## config.mk

```make
export PLATFORM = sky130hd
export DESIGN_NAME = ccff_chain_loader
export DESIGN_NICKNAME = d
export VERILOG_FILES = /design/src/rtl/ccff_loader_pkg.sv /design/src/rtl/ccff_word_buffer.sv /design/src/rtl/ccff_chain_loader.sv
export SDC_FILE = /design/constraint.sdc
export NUM_CORES = 1
export LEC_CHECK = 0
export CAP_MARGIN = 20
export CELL_PAD_IN_SITES_DETAIL_PLACEMENT = 1
export CELL_PAD_IN_SITES_GLOBAL_PLACEMENT = 1
export CORE_ASPECT_RATIO = 1.75
export CORE_MARGIN = 2
export CORE_UTILIZATION = 45
export DETAILED_ROUTE_END_ITERATION = 8
export PLACE_DENSITY_LB_ADDON = 0.1
export SLEW_MARGIN = 15
export SYNTH_ARGS = -nofsm -noshare
export SYNTH_HDL_FRONTEND = slang
export SYNTH_HIERARCHICAL = 1
export SYNTH_SLANG_ARGS = --single-unit
```

## constraint.sdc

```tcl
create_clock -name prog_clk -period 4.05 [get_ports prog_clk]
set_clock_uncertainty 0.2 [all_clocks]
set_input_delay 0.81 -clock prog_clk [delete_from_list [all_inputs] [get_ports prog_clk]]
set_output_delay 0.81 -clock prog_clk [all_outputs]
set_load 0.01 [all_outputs]
```

## src/rtl/ccff_loader_pkg.sv

```systemverilog
// Shared types for the configuration-chain loader: FSM state encoding and the
// bit-counter width helper.
package ccff_loader_pkg;

   typedef enum logic [1:0] {
      StIdle,
      StShift,
      StDone
   } ccff_state_e;

   // Counter must be able to hold the full chain length itself.
   function automatic int unsigned ccff_cnt_t(input int unsigned chain_len);
      return $clog2(chain_len + 1);
   endfunction

endpackage

```

## src/rtl/ccff_word_buffer.sv

```systemverilog
// One-word holding register in front of the loader's shift register.
// Accepts a word only when it is not being bypassed straight into the shifter.
module ccff_word_buffer #(
   parameter int unsigned WORD_W = 8
) (
   input  logic              prog_clk,
   input  logic              pReset,
   input  logic              clear,
   input  logic              enable,
   input  logic              take,
   input  logic              bypass,
   input  logic [WORD_W-1:0] din,
   input  logic              din_valid,
   output logic              din_ready,
   output logic [WORD_W-1:0] hold,
   output logic              hold_valid
);

   assign din_ready = enable && !hold_valid;

   always_ff @(posedge prog_clk or posedge pReset) begin
      if (pReset) begin
         hold       <= '0;
         hold_valid <= 1'b0;
      end else if (clear || take) begin
         hold_valid <= 1'b0;
      end else if (din_valid && din_ready && !bypass) begin
         hold       <= din;
         hold_valid <= 1'b1;
      end
   end

endmodule

```

## src/rtl/ccff_chain_loader.sv

```systemverilog
// Serializes bitstream words LSB-first into a configuration chain, gating the
// chain clock per real bit, counting bits to CHAIN_LEN and folding tail parity.
module ccff_chain_loader
   import ccff_loader_pkg::*;
#(
   parameter int unsigned WORD_W    = 8,
   parameter int unsigned CHAIN_LEN = 1024,
   parameter int unsigned CNT_W     = ccff_cnt_t(CHAIN_LEN)
) (
   input  logic              prog_clk,
   input  logic              pReset,
   input  logic              start,
   input  logic [WORD_W-1:0] din,
   input  logic              din_valid,
   output logic              din_ready,
   output logic              ccff_head,
   output logic              chain_clk_en,
   input  logic              ccff_tail,
   output logic              busy,
   output logic              done,
   output logic [CNT_W-1:0]  bit_cnt,
   output logic              tail_parity
);

   localparam int unsigned      REM_W   = $clog2(WORD_W + 1);
   localparam logic [CNT_W-1:0] LastCnt = CNT_W'(CHAIN_LEN);
   localparam logic [REM_W-1:0] FullRem = REM_W'(WORD_W);

   ccff_state_e       state, state_d;
   logic [WORD_W-1:0] sreg, sreg_d, hold;
   logic [REM_W-1:0]  srem, srem_d;
   logic [CNT_W-1:0]  cnt_d;
   logic              parity_d, en_d, done_d, hold_valid;
   logic              in_shift, need_load, take, bypass, accept, term, buf_clear;

   assign in_shift  = (state == StShift);
   // sreg needs a new word when empty or when its last bit leaves this cycle.
   assign need_load = in_shift &&
                      ((srem == '0) || ((srem == REM_W'(1)) && chain_clk_en));
   assign take      = need_load && hold_valid;
   assign bypass    = need_load && !hold_valid;
   assign accept    = din_valid && din_ready;
   assign term      = in_shift && chain_clk_en && (bit_cnt == LastCnt - CNT_W'(1));
   assign buf_clear = (start && !in_shift) || term;
   assign ccff_head = sreg[0];

   ccff_word_buffer #(
      .WORD_W(WORD_W)
   ) u_buf (
      .prog_clk  (prog_clk),
      .pReset    (pReset),
      .clear     (buf_clear),
      .enable    (in_shift),
      .take      (take),
      .bypass    (bypass),
      .din       (din),
      .din_valid (din_valid),
      .din_ready (din_ready),
      .hold      (hold),
      .hold_valid(hold_valid)
   );

   always_comb begin
      state_d  = state;
      sreg_d   = sreg;
      srem_d   = srem;
      cnt_d    = bit_cnt;
      parity_d = tail_parity;
      done_d   = done;
      unique case (state)
         StIdle, StDone: begin
            if (start) begin
               state_d  = StShift;
               sreg_d   = '0;
               srem_d   = '0;
               cnt_d    = '0;
               parity_d = 1'b0;
               done_d   = 1'b0;
            end
         end
         StShift: begin
            if (chain_clk_en) begin
               sreg_d   = sreg >> 1;
               srem_d   = srem - REM_W'(1);
               cnt_d    = bit_cnt + CNT_W'(1);
               parity_d = tail_parity ^ ccff_tail;
            end
            if (take) begin
               sreg_d = hold;
               srem_d = FullRem;
            end else if (bypass && accept) begin
               sreg_d = din;
               srem_d = FullRem;
            end
            if (term) begin
               state_d = StDone;
               done_d  = 1'b1;
               sreg_d  = '0;
               srem_d  = '0;
            end
         end
         default: state_d = StIdle;
      endcase
      en_d = (state_d == StShift) && (srem_d != '0) && (cnt_d < LastCnt);
   end

   always_ff @(posedge prog_clk or posedge pReset) begin
      if (pReset) begin
         state        <= StIdle;
         sreg         <= '0;
         srem         <= '0;
         bit_cnt      <= '0;
         tail_parity  <= 1'b0;
         chain_clk_en <= 1'b0;
         busy         <= 1'b0;
         done         <= 1'b0;
      end else begin
         state        <= state_d;
         sreg         <= sreg_d;
         srem         <= srem_d;
         bit_cnt      <= cnt_d;
         tail_parity  <= parity_d;
         chain_clk_en <= en_d;
         busy         <= (state_d == StShift);
         done         <= done_d;
      end
   end

endmodule

```

==> results.toml <==
[status]
status = "complete, no violations"

[floorplanning]
core-area_um2 = 4364
ios = 30
fp-row-count = 32
dieArea_um2 = 5031
initial_utilization_pct = 45.99
dieWidth_um = 54.48
die_height_um = 92.35

[yosys]
synth_fp_nets = 219
synthArstFlopShare_pct = 100.0
synth_edf_count = 0
synth.distinct_cells = 48
netlist_instances = 202
yosys_warnings = 6
yosys_register_bits = 38
avgSynthCellArea_um2 = 9.935
synth-main-ff-cell = "dfrtp_1"
syn_area_um2 = 2007
ys_seq_area_share_pct = 47.38

[worst_setup_path]
required_ps = 3040
path_class = "reg2out"
crit_path_start_kind = "register"
critPathArrivalTime_ps = 2120
crit_fanout = 8
endpoint_kind = "output port"

[drt]
route.detailed.drc = 0
vias = 1643
routed.top_layer = "met4"
drt-initial-drc-count = 15
wl_met3_um = 110
wl_per_cell_um = 17.47
viasPerCell = 5.806
wl_met2_mm = 2.970
firstDrtPassIters = 4
met1_length_mm = 1.767
ant_nets = 0
drt_wl_total_mm = 4.943

[clock_tree]
cts_root_buffer = "clkbuf_8"
cts_num_sinks = 38
postCtsSetupRepairBufs = 0
clock_latency_ps = 290
cts_resized = 0
hold_buffers = 0
cts_tree = "built"
clk_pin_slew_ps = 70
htreeDepth = 2
cts_inserted_buffers = 5
max-clock-path-buffers = 2

[final_layout]
fin_util_pct = 56.36
ff_latch_area_um2 = 950.9
n_antenna_cell = 0
multi_input_area_um2 = 953.4
drive_gt1_share_pct = 9.914
num-fill-cells = 493
area_delta_synth_final_pct = 22.57
final_cell_mix = "38 x dfrtp_1, 29 x clkdlybuf4s50_1, 23 x nand2_1"
fin_nets = 248
final_common_cell = "dfrtp_1"

[placement]
place.gp.congestion = 0.7660
dp_hpwl_mm = 3.907
io_buffers = 29

[sta]
fin_crit_sh_pct = 77.40
fmax_mhz = 319.0
relSlewSlack_pct = 39.80
setup-tns-final_ps = 0
min_period_ps = 3135
worstMarginPinSlew_ps = 894.8
setup_viol = 0
slew_viol_final = 0
hold_viol = 0
rsz0062_at_grt = "no"

[power_and_ir_drop]
pwr_density_cell_nw_per_um2 = 683.3
vdd_drop_max_uv = 439.2
power.leakage_uw = 0.001056

[global_routing]
track_usage_pct = 22.68
grt_pass1_wl_mm = 8.314
grt_pass1_vias = 1840
grt_max_degree = 16
grt_overflow_total = 0
antenna_found_initial = 0

[job]
cap_violations = 0

[min_path]
hold_path.class = "reg2reg"
path summary, 6_finish.rpt:
kind,slack (ps),end,startpoint,cells past startpoint
setup / recovery,920,din_ready,state[1],4
hold / removal,290,done,done,2
setup reg to reg,1220,u_buf/hold[7],bit_cnt[0],8
hold reg to reg,290,done,done,2
max in group asynchronous,2370,srem[0],pReset,3
min in group asynchronous,630,u_buf/hold[7],pReset,2
sequential cells by signal (all words and copies together) (netlist names):
register	flops
sreg	8
tail_parity	1
done	1
state	2
u_buf/hold_valid	1
srem	4
busy	1
u_buf/hold	8
chain_clk_en	1
bit_cnt	11
routing by layer:
metal / vias to the layer above / GRT usage (%)
met3: 8 / 3.387
met1: 831 / 22.48
met5: - / 0
met2: 28 / 43.57
li1: 776 / -
met4: 0 / 8.333
layout make-up:
type,instances,area share [%]
Multi-Input combinational cell,138,38.76
Inverter,18,2.747
Tap cell,51,2.594
Clock inverter,1,1.221
Timing Repair Buffer,30,12.92
Clock buffer,7,3.103
Sequential cell,38,38.66
report_power, final:
group / leakage (uW) / internal (uW) / switching, uW
logic: 0.000530 / 356 / 358
registers: 0.000474 / 515 / 140
clock network: 0.0000524 / 184 / 127
total: 0.00106 / 1060 / 625
synthesized netlist by cell type, types with 2 or more instances:
| library cell | instances | area [um2] |
|---|---|---|
| dfrtp_1 | 38 | 950.9 |
| nand2_1 | 23 | 86.33 |
| nor2_1 | 19 | 71.32 |
| inv_1 | 17 | 63.81 |
| mux2_2 | 8 | 90.09 |
| o32ai_1 | 8 | 70.07 |
| o22ai_1 | 6 | 37.54 |
| or4_1 | 6 | 45.04 |
| clkbuf_1 | 5 | 18.77 |
| nand3_1 | 5 | 25.02 |
| xnor2_1 | 5 | 43.79 |
| a21oi_1 | 4 | 20.02 |
| ha_1 | 4 | 50.05 |
| xor2_1 | 4 | 35.03 |
| nand4_1 | 3 | 18.77 |
| nor3_1 | 3 | 15.01 |
| nor4_1 | 3 | 18.77 |
| o211ai_1 | 3 | 22.52 |
| o21ai_0 | 3 | 15.01 |
| a22o_1 | 2 | 17.52 |
| nand2b_1 | 2 | 12.51 |
| nand3b_1 | 2 | 15.01 |
| nor2b_1 | 2 | 12.51 |
| o41ai_1 | 2 | 17.52 |
| or3_1 | 2 | 12.51 |
through the flow:
| stage | worst slack [ps] | cells | hold WS (ps) | total power [uW] | instance area (um2) |
|---|---|---|---|---|---|
| floorplan | 1535 | 202 | 269.9 | 1131 | 2007 |
| global placement | 1203 | 274 | 262.9 | 1321 | 2326 |
| detailed placement | 1062 | 275 | 274.8 | 1378 | 2354 |
| CTS | 911.5 | 283 | 293.3 | 1701 | 2460 |
| global route | 802.1 | 283 | 318.3 | 1803 | 2460 |
| finish | 915.4 | 283 | 291.2 | 1681 | 2460 |
worst max-delay path, stage by stage, from the launching register on:
cell             delay, ps
dfrtp_1                450
or2b_1                 350
clkinv_1               200
nor2b_4                250
clkdlybuf4s50_1        590
cells by family after synthesis:
| family | Yosys count | synth area share (%) |
|---|---|---|
| AOI/OAI and AO/OA | 35 | 13.34 |
| xor gates and xnor gates | 9 | 3.927 |
| adders and majority gates | 4 | 2.494 |
| buffers and inverters | 26 | 5.112 |
| DFF | 38 | 47.38 |
| muxes | 8 | 4.489 |
| and+or+nand+nor | 82 | 23.25 |
Power figures use the tool's default switching activity.
